File: src/rtl/router_reg_if.sv
`default_nettype none
// ============================================================================
// Module      : router_reg_if
// Description : Bundle of the byte stream, FIFO status, FSM state strobes and
//               register-block results exchanged with router_reg.
//               master : FSM/source side (drives stream and strobes)
//               slave  : router_reg side (drives dout, parity_done,
//                        lowpktvalid, err)
// Revision    : 1.0 - initial release
// ============================================================================
interface router_reg_if;
  logic       pktvalid;     // source byte valid; low on the parity byte
  logic [7:0] datain;       // header, payload, parity byte stream
  logic       fifofull;     // selected destination FIFO full
  logic       detect_add;   // FSM state strobes (expected one-hot)
  logic       lfd_state;
  logic       ld_state;
  logic       laf_state;
  logic       full_state;
  logic       rst_int_reg;
  logic [7:0] dout;         // byte to the destination FIFO
  logic       parity_done;  // packet parity byte captured
  logic       lowpktvalid;  // pktvalid fell while loading
  logic       err;          // parity mismatch for the completed packet

  modport master (
    output pktvalid, datain, fifofull,
    output detect_add, lfd_state, ld_state, laf_state, full_state, rst_int_reg,
    input  dout, parity_done, lowpktvalid, err
  );

  modport slave (
    input  pktvalid, datain, fifofull,
    input  detect_add, lfd_state, ld_state, laf_state, full_state, rst_int_reg,
    output dout, parity_done, lowpktvalid, err
  );
endinterface
`default_nettype wire

File: src/rtl/router_reg.sv
`default_nettype none
// ============================================================================
// Module      : router_reg
// Description : Router register block. Latches the packet header, forwards
//               header/payload/parity bytes to the destination FIFO, holds the
//               byte a full FIFO refused, accumulates the running XOR parity
//               and flags a mismatch against the received parity byte.
// Ports       : clk  - rising-edge clock
//               rst  - asynchronous active-high reset
//               bus  - router_reg_if.slave (stream, strobes, results)
// Revision    : 1.0 - initial release
// ============================================================================
module router_reg (
  input  wire logic   clk,
  input  wire logic   rst,
  router_reg_if.slave bus
);

  logic [7:0] r_hdr;
  logic [7:0] r_hold_byte;
  logic [7:0] r_int_parity;
  logic [7:0] r_pkt_parity;
  logic [7:0] r_dout;
  logic       r_parity_done;
  logic       r_lowpktvalid;
  logic       r_err;

  // Address 2'b11 is not a destination: such a detect_add cycle leaves every
  // register alone instead of starting a new packet.
  logic w_bad_addr;
  logic w_det_clr;
  logic w_hdr_cap;
  logic w_par_cap_ld;
  logic w_par_cap_laf;
  logic w_unused_full;

  assign w_bad_addr    = bus.detect_add & bus.pktvalid & (bus.datain[1:0] == 2'b11);
  assign w_det_clr     = bus.detect_add & ~w_bad_addr;
  assign w_hdr_cap     = bus.detect_add & bus.pktvalid & (bus.datain[1:0] != 2'b11);
  // Parity byte arrives either directly (FIFO ready) or, if the FIFO was full
  // when it arrived, from the hold register during the after-full state.
  assign w_par_cap_ld  = bus.ld_state & ~bus.pktvalid & ~bus.fifofull;
  assign w_par_cap_laf = bus.laf_state & r_lowpktvalid & ~r_parity_done;

  // full_state only stalls the FSM; the data path simply holds.
  assign w_unused_full = bus.full_state;

  always_ff @(posedge clk or posedge rst) begin
    if (rst) begin
      r_hdr <= 8'h00;
    end else if (w_hdr_cap) begin
      r_hdr <= bus.datain;
    end
  end

  always_ff @(posedge clk or posedge rst) begin
    if (rst) begin
      r_dout <= 8'h00;
    end else if (bus.lfd_state) begin
      r_dout <= r_hdr;
    end else if (bus.ld_state & ~bus.fifofull) begin
      r_dout <= bus.datain;
    end else if (bus.laf_state) begin
      r_dout <= r_hold_byte;
    end
  end

  always_ff @(posedge clk or posedge rst) begin
    if (rst) begin
      r_hold_byte <= 8'h00;
    end else if (bus.ld_state & bus.fifofull) begin
      r_hold_byte <= bus.datain;
    end
  end

  // Running parity over header and payload. The held byte is folded in only
  // when it is payload; when lowpktvalid is set it is the parity byte itself.
  always_ff @(posedge clk or posedge rst) begin
    if (rst) begin
      r_int_parity <= 8'h00;
    end else if (bus.detect_add) begin
      if (w_det_clr) begin
        r_int_parity <= 8'h00;
      end
    end else if (bus.lfd_state) begin
      r_int_parity <= r_int_parity ^ r_hdr;
    end else if (bus.ld_state & bus.pktvalid & ~bus.fifofull) begin
      r_int_parity <= r_int_parity ^ bus.datain;
    end else if (bus.laf_state & ~r_lowpktvalid) begin
      r_int_parity <= r_int_parity ^ r_hold_byte;
    end
  end

  always_ff @(posedge clk or posedge rst) begin
    if (rst) begin
      r_pkt_parity <= 8'h00;
    end else if (w_par_cap_ld) begin
      r_pkt_parity <= bus.datain;
    end else if (w_par_cap_laf) begin
      r_pkt_parity <= r_hold_byte;
    end
  end

  always_ff @(posedge clk or posedge rst) begin
    if (rst) begin
      r_parity_done <= 1'b0;
    end else if (w_det_clr) begin
      r_parity_done <= 1'b0;
    end else if (w_par_cap_ld | w_par_cap_laf) begin
      r_parity_done <= 1'b1;
    end
  end

  always_ff @(posedge clk or posedge rst) begin
    if (rst) begin
      r_lowpktvalid <= 1'b0;
    end else if (bus.ld_state & ~bus.pktvalid) begin
      r_lowpktvalid <= 1'b1;
    end else if (bus.rst_int_reg) begin
      r_lowpktvalid <= 1'b0;
    end
  end

  // The next packet's detect_add must win over the compare, otherwise the
  // still-set parity_done would re-assert err in the same cycle.
  always_ff @(posedge clk or posedge rst) begin
    if (rst) begin
      r_err <= 1'b0;
    end else if (w_det_clr) begin
      r_err <= 1'b0;
    end else if (r_parity_done) begin
      r_err <= (r_int_parity != r_pkt_parity);
    end
  end

  assign bus.dout        = r_dout;
  assign bus.parity_done = r_parity_done;
  assign bus.lowpktvalid = r_lowpktvalid;
  assign bus.err         = r_err;

endmodule
`default_nettype wire

File: src/flat_wrapper.sv
// flat-port wrapper written by rule: the top's interface ports become plain ports
module router_reg_flat 
  (clk, rst, bus_pktvalid, bus_datain, bus_fifofull, bus_detect_add, bus_lfd_state, bus_ld_state, bus_laf_state, bus_full_state, bus_rst_int_reg, bus_dout, bus_parity_done, bus_lowpktvalid, bus_err);
  router_reg_if bus_i ();
  input  wire logic clk;
  input  wire logic rst;
  input wire logic [$bits(bus_i.pktvalid)-1:0] bus_pktvalid;
  input wire logic [$bits(bus_i.datain)-1:0] bus_datain;
  input wire logic [$bits(bus_i.fifofull)-1:0] bus_fifofull;
  input wire logic [$bits(bus_i.detect_add)-1:0] bus_detect_add;
  input wire logic [$bits(bus_i.lfd_state)-1:0] bus_lfd_state;
  input wire logic [$bits(bus_i.ld_state)-1:0] bus_ld_state;
  input wire logic [$bits(bus_i.laf_state)-1:0] bus_laf_state;
  input wire logic [$bits(bus_i.full_state)-1:0] bus_full_state;
  input wire logic [$bits(bus_i.rst_int_reg)-1:0] bus_rst_int_reg;
  output wire logic [$bits(bus_i.dout)-1:0] bus_dout;
  output wire logic [$bits(bus_i.parity_done)-1:0] bus_parity_done;
  output wire logic [$bits(bus_i.lowpktvalid)-1:0] bus_lowpktvalid;
  output wire logic [$bits(bus_i.err)-1:0] bus_err;
  assign bus_i.pktvalid = bus_pktvalid;
  assign bus_i.datain = bus_datain;
  assign bus_i.fifofull = bus_fifofull;
  assign bus_i.detect_add = bus_detect_add;
  assign bus_i.lfd_state = bus_lfd_state;
  assign bus_i.ld_state = bus_ld_state;
  assign bus_i.laf_state = bus_laf_state;
  assign bus_i.full_state = bus_full_state;
  assign bus_i.rst_int_reg = bus_rst_int_reg;
  assign bus_dout = bus_i.dout;
  assign bus_parity_done = bus_i.parity_done;
  assign bus_lowpktvalid = bus_i.lowpktvalid;
  assign bus_err = bus_i.err;
  router_reg u_core (.clk(clk), .rst(rst), .bus(bus_i));
endmodule
File: config.mk
export PLATFORM = sky130hd
export DESIGN_NAME = router_reg_flat
export DESIGN_NICKNAME = d
export VERILOG_FILES = /design/src/rtl/router_reg_if.sv /design/src/rtl/router_reg.sv /design/src/flat_wrapper.sv
export SDC_FILE = /design/constraint.sdc
export NUM_CORES = 1
export LEC_CHECK = 0
export ABC_CLOCK_PERIOD_IN_PS = 4800
export CAP_MARGIN = 20
export CORE_MARGIN = 2
export CORE_UTILIZATION = 62
export CTS_BUF_LIST = sky130_fd_sc_hd__clkbuf_8
export DETAILED_ROUTE_END_ITERATION = 6
export PLACE_DENSITY = 0.92
export SYNTH_ARGS = -nofsm -noshare
export SYNTH_HDL_FRONTEND = slang
export SYNTH_SLANG_ARGS = --single-unit
File: constraint.sdc
create_clock -name clk -period 4.8 [get_ports clk]
set_input_delay 1.44 -clock clk [delete_from_list [all_inputs] [get_ports clk]]
set_output_delay 1.44 -clock clk [all_outputs]
set_load 0.1 [all_outputs]
==> results of run 1 <==
## path summary, 6_finish.rpt
check | startpoint | endpoint | slack, ns | cells after the start
setup / recovery | u_core.bus.parity_done$_DFFE_PP0P_ | bus_parity_done | 1.48 | 1
max in group asynchronous | rst | u_core.r_int_parity[0]$_DFFE_PP0P_ | 2.87 | 3
setup reg to reg | u_core.bus.lowpktvalid$_DFFE_PP0P_ | u_core.r_int_parity[7]$_DFFE_PP0P_ | 2.99 | 4
min in group asynchronous | rst | u_core.r_int_parity[4]$_DFFE_PP0P_ | 1.57 | 3
hold reg to reg | u_core.r_hdr[7]$_DFFE_PP0P_ | u_core.r_hdr[7]$_DFFE_PP0P_ | 0.54 | 1
hold / removal | u_core.r_hdr[7]$_DFFE_PP0P_ | u_core.r_hdr[7]$_DFFE_PP0P_ | 0.54 | 1
## cells by family (layout without fill, tap and decap cells)
family          Yosys count  in the layout  share of synthesized area
xor+xnor                  8              8                     0.0306
compound gates           57             57                      0.173
mux                      19             19                     0.0906
buf+inv                  23             50                     0.0447
simple gates             81             81                      0.192
flops                    43             43                      0.469
## cell usage after synthesis, types with 2 or more instances
cell       n
a21boi_1   2
nand2_1   20
nor2b_1    8
buf_2      4
nor2_1    29
xor2_1     3
a21oi_1   11
inv_1     11
and4b_1    8
a311o_1    8
mux2_2    14
clkbuf_1   5
a21boi_0   7
mux2i_1    5
o21ai_0    9
dfrtp_1   43
or4_1      8
xnor2_1    5
o31ai_1    8
a211oi_1   8
nand2b_1   2
## flip-flops by register name, indices dropped and copies added (netlist names)
| name | flops |
|---|---|
| u_core.bus.parity_done | 1 |
| u_core.r_hold_byte | 8 |
| u_core.bus.dout | 8 |
| u_core.r_int_parity | 8 |
| u_core.r_pkt_parity | 8 |
| u_core.r_hdr | 8 |
| u_core.bus.err | 1 |
| u_core.bus.lowpktvalid | 1 |
## where the power goes
group          switching, µW  leakage [µW]  internal [µW]
Combinational            199      0.000629            116
Sequential              53.0      0.000524            425
Clock                    128     0.0000453           99.6
Total                    380       0.00120            641
## per-layer routing
layer  part of all wire  track usage  routed length [µm]  vias to the layer above
li1                   -            -                   -                      880
met1               0.44        0.386                2320                      911
met2               0.49        0.468                2600                       65
met3              0.060       0.0660                 320                        7
met4              0.015        0.109                  82                        0
met5                  0            0                   0                        -
## layout make-up
class                      instances  area [µm²]
timing repair buffer              31         300
tap                               48        60.1
sequential                        43        1080
clock buffer                       5        68.8
inverter                          11        41.3
clock inverter                     3        16.3
multi-input combinational        165        1110
fill                             245         928
## metrics by stage
stage / cell area (µm²) / power (µW) / hold WS [ns] / instances
after floorplan: 2290 / 706 / 0.489 / 231
after global placement: 2590 / 782 / 0.515 / 298
after detailed placement: 2590 / 795 / 0.516 / 298
after CTS: 2680 / 1020 / 0.537 / 306
after global routing: 2680 / 1070 / 0.546 / 306
final: 2680 / 1020 / 0.538 / 306
==> key figures, run 1 <==
Status
  – Outcome: completed

Power
  – Cell Pwr Density: 381 mW/mm²
  – VDD IR-drop max: 268 µV
  – P_leak: ~0.0012 µW

STA
  – # setup viols final: 0
  – Setup TNS: 0 ns
  – Final hold vios: 0
  – Slew Limit Fails: 0
  – Slew headroom: 0.357
  – RSZ-0062 raised after global routing: no
  – Final worst-path cycle share: 0.692
  – Worst Max-Slew Pin Slew: 0.962 ns
  – Clock Skew: ~0.0053 ns
  – FMAX: 0.301 GHz
  – Tmin final: 3.32 ns
  – Final Worst Setup Slack: 1.48 ns

Yosys
  – Proportion of netlist area held by the largest area contributor: 0.469
  – Cell area after synthesis: 0.00229 mm²
  – Mapped Nets: 249
  – Flops & latches, synth: 43
  – Sequential element share of the synthesized area: 0.469
  – Ys async rst share: 1.00
  – Area contributors post-synth: dfrtp_1 47%, mux2_2 6.9%, nor2_1 4.7%
  – Syn Area/Cell: 9.93 µm²
  – Synth Flop Type: dfrtp_1
  – Synth cell types: 34
  – Synth area leader: dfrtp_1
  – Yosys warns: 0
  – Post-synth EDFFs: 0
  – Cell count after synthesis: 231

CTS
  – Clock Tree Root: clkbuf_8
  – Post-cts resize count: 0
  – Clock sinks: 43
  – Setup Fix Bufs, Post-CTS: 0
  – CTS tree: yes
  – Clock-pin slew on the worst setup and hold paths: about 0.080 ns
  – Clock Tree Buf Depth: 2
  – Clock insertion delay at the later pin of the skew report: 0.31 ns
  – Post-CTS Hold Buffers: 0
  – H-tree levels: 2
  – TritonCTS buffer count: 5

Routing
  – Residual DRC count: 0
  – Initial DRC count: 134
  – DR pass1 iterations: 4
  – Antenna viol nets, final: 0
  – DR vias/cell: 6.09
  – Final WL: 5320 µm
  – Via count: 1863
  – DR WL/cell: ~17 µm

Die
  – DIE HEIGHT: ~65 µm
  – Core box area: 0.00361 mm²
  – Top-Level Pins: 29
  – Row count: 22
  – Starting Density: 0.636
  – Die width: 64.8 µm
  – Die Footprint: 0.00420 mm²

Worst hold path
  – Min-delay worst type: reg -> reg

Setup path
  – Critical path arrival: 1.88 ns
  – Critical Path Sink Type: output pin
  – Kind of critical path: reg -> out
  – Critical path cell sequence: clkdlybuf4s50_1
  – Critical path peak fanout: 5
  – Crit path max-delay family: buffers and inverters
  – Buf+Inv Stages, Crit Path: 1
  – Critical Path Max Stage Delay: between 1 and 1.5 ns
  – Slowest cell on crit path: clkdlybuf4s50_1
  – Data required, critical path: ~3.4 ns
  – Crit start category: flop

Layout
  – Ant diodes: 0
  – Commonest non-fill, non-tap cells in the layout: 43 x dfrtp_1, 29 x nor2_1, 27 x clkdlybuf4s50_1, 20 x nand2_1, 14 x mux2_2
  – P&R area growth vs syn: 16.7%
  – Post-layout nets: 275
  – Most common cell after layout, fill and taps aside: dfrtp_1
  – Post-route core utilization: 0.743
  – Layout cell share with drive strength beyond 1: 0.105

Global route
  – First-pass GRT wire length: roughly 9100 µm
  – Number of global-route vias before repair: 1880
  – GRT Util Overall: 0.291
  – Grt ovf: 0
  – Initial antenna violation count: 0
  – Largest net degree at the start of global routing: 44

Flow run
  – Max-cap violation count: 0

Place
  – IO buf count: 27
  – RD Place Congestion: 0.828
  – Setup Slack @ Placement: 1.26 ns
  – Hpwl dp: around 3600 µm
No activity file was read; power rests on OpenSTA's default activity.
==> inputs of run 2 (changes only) <==
ABC_CLOCK_PERIOD_IN_PS = 3480   (was 4800)
CORE_UTILIZATION = 57   (was 62)
PLACE_DENSITY = 0.86   (was 0.92)
clock period = 3.48 ns   (was 4.8 ns; I/O delays follow)
==> run 2 against run 1 <==
Compared with the run above:
- total power rose by 41%
- die area rose by 8.2%
- clock skew hardly changed
- hold slack worse by 0.0055 ns
- cell count grew 2.0%
- flip-flop and latch count is the same
- non-clock buffer count up 4
- critical path depth rose by 4
- combinational power rose by 37%
- via count hardly changed
- global-route usage fell by 2.0 points
- largest cell class unchanged
- highest routed layer unchanged
==> key figures, run 2 (same netlist as run 1, synthesis figures left out) <==
Place
  – DP Cell Count: 304 (+2.0%)
  – Hpwl dp: 3700 µm (+3.4%)
  – RD Place Congestion: 0.816 (-1.4%)
  – IO buf count: 27 (unchanged)

STA
  – Clock Skew: 0.00579 ns (+0.000500 ns)
  – Slew Limit Fails: 0 (unchanged)
  – Final hold vios: 0 (unchanged)
  – Worst hold slack: 0.532 ns (-0.00554 ns)
  – Tmin final: 2.74 ns
  – Slew headroom: 0.563 (+0.206)
  – FMAX: ~0.37 GHz
  – Final worst-path cycle share: 0.786
  – RSZ-0062 raised after global routing: no
  – # setup viols final: 0 (unchanged)
  – Setup TNS: 0 ns (unchanged)
  – Worst Max-Slew Pin Slew: 0.655 ns (-0.306 ns)

Worst hold path
  – Hold path cells: 1 (unchanged)
  – Min-delay worst type: reg -> reg

Power
  – Combinational power share: 0.299 (-0.010)
  – Clock power share: 0.246 (+0.023)
  – Cell Pwr Density: 534 mW/mm² (+40%)
  – VDD IR-drop max: 395 µV (+47%)
  – P_leak: 0.00124 µW (+3.4%)
  – Switching pwr: 520 µW (+37%)
  – Seq pwr share: 0.455 (-0.013)
  – Sw Ratio: 0.360 (-0.0120)
  – Internal Power: 923 µW (+44%)

Layout
  – Final Non-Filler Cells: 312 (+2.0%)
  – Ant diodes: 0 (unchanged)
  – Post-layout nets: 279 (+1.5%)
  – Most common cell after layout, fill and taps aside: dfrtp_1
  – P&R area growth vs syn: 17.8%
  – Commonest non-fill, non-tap cells in the layout: 43 x dfrtp_1, 29 x nor2_1, 20 x nand2_1, 19 x buf_4, 16 x clkdlybuf4s50_1
  – Layout cell share with drive strength beyond 1: 0.164 (+0.0595)

Setup path
  – Kind of critical path: in -> reg
  – Critical Path Sink Type: flop
  – Critical path peak fanout: 16 (+11)
  – Crit start category: input pin
  – R2R cell count: 4 (unchanged)
  – Data required, critical path: 3.70 ns (+0.34 ns)
  – Critical path arrival: 2.95 ns (+1.07 ns)

Routing
  – Via count: 1862 (-0.054%)
  – DR pass1 iterations: 4 (unchanged)
  – Final WL: 5330 µm (+0.23%)
  – DR WL/cell: 17.1 µm (-1.7%)
  – DR vias/cell: 5.97 (-2.0%)
  – Residual DRC count: 0 (unchanged)
  – Initial DRC count: 168 (+25%)
  – Antenna viol nets, final: 0 (unchanged)

Die
  – Row count: 23 (+4.5%)
  – DIE HEIGHT: 67.4 µm (+4.0%)
  – Core box area: 0.00394 mm² (+9.3%)
  – Die Footprint: 0.00455 mm² (+8.2%)
  – Top-Level Pins: 29 (unchanged)
  – Die width: 67.4 µm (+4.0%)
  – Starting Density: 0.582 (-0.0543)

CTS
  – Post-CTS Hold Buffers: 0 (unchanged)
  – Setup Fix Bufs, Post-CTS: 0 (unchanged)
  – TritonCTS buffer count: 5 (unchanged)
  – Post-cts resize count: 0 (unchanged)
  – Clock insertion delay at the later pin of the skew report: 0.30 ns (about the same)
  – CTS tree: yes
  – Clock sinks: 43 (unchanged)
  – H-tree levels: 2 (unchanged)
  – Clock Tree Root: clkbuf_8
  – Clock Tree Buf Depth: 2 (unchanged)
  – Clock-pin slew on the worst setup and hold paths: 0.08 ns (about the same)

Global route
  – Initial antenna violation count: 0 (unchanged)
  – Number of global-route vias before repair: 1786 (-5.0%)
  – GRT Util Overall: 0.271 (-0.0198)
  – Largest net degree at the start of global routing: 44 (unchanged)
  – Grt ovf: 0 (unchanged)
  – First-pass GRT wire length: 9000 µm (-1.7%)

Status
  – Outcome: completed

Flow run
  – Max-cap violation count: 0 (unchanged)
==> run 2: final cells by class <==
cell class,count,area (µm²)
fillers,298,1240
multi-input cells,165,1110
flip-flops and latches,43,1080
repair buffers,35,303
clock buffers,7,96.3
well taps,50,62.6
inverters,11,41.3
clock inverters,1,7.51
==> run 2: metrics by stage <==
stage	setup slack (ns)	utilization	area, µm²	total power [µW]
after floorplan	1.22	-	2290	974
after global placement	0.469	0.659	2600	1080
after CTS	0.763	0.685	2700	1450
after detailed placement	0.448	0.659	2600	1100
final	0.745	0.685	2700	1440
after global routing	0.646	0.685	2700	1510
==> run 2: worst max-delay path, cell delays in order <==
cell and delay, ns:
clkdlybuf4s50_1 0.57, nand3b_4 0.30, a31o_2 0.34, or4_1 0.49, a21boi_0 0.20
==> run 2: final timing paths <==
path	start	endpoint	slack [ns]
setup reg to reg	u_core.bus.lowpktvalid$_DFFE_PP0P_	u_core.r_int_parity[3]$_DFFE_PP0P_	1.78
hold / removal	u_core.r_hdr[7]$_DFFE_PP0P_	u_core.r_hdr[7]$_DFFE_PP0P_	0.53
max in group asynchronous	rst	u_core.r_pkt_parity[0]$_DFFE_PP0P_	1.93
min in group asynchronous	rst	u_core.bus.dout[4]$_DFFE_PP0P_	1.18
setup / recovery	bus_fifofull	u_core.r_int_parity[3]$_DFFE_PP0P_	0.74
hold reg to reg	u_core.r_hdr[7]$_DFFE_PP0P_	u_core.r_hdr[7]$_DFFE_PP0P_	0.53
==> run 2: power groups by stage <==
stage	clock network, µW	registers (µW)	logic [µW]
after detailed placement	0	666	431
final	355	656	432
after floorplan	0	778	196
after global routing	377	668	465
after global placement	0	659	421
after CTS	362	655	435
==> run 2: routing by layer <==
metal | part of all wire | vias to the layer above | GRT usage
li1 | - | 895 | -
met1 | 0.43 | 895 | 0.372
met2 | 0.49 | 67 | 0.431
met3 | 0.067 | 5 | 0.0583
met4 | 0.013 | 0 | 0.0893
met5 | 0 | - | 0
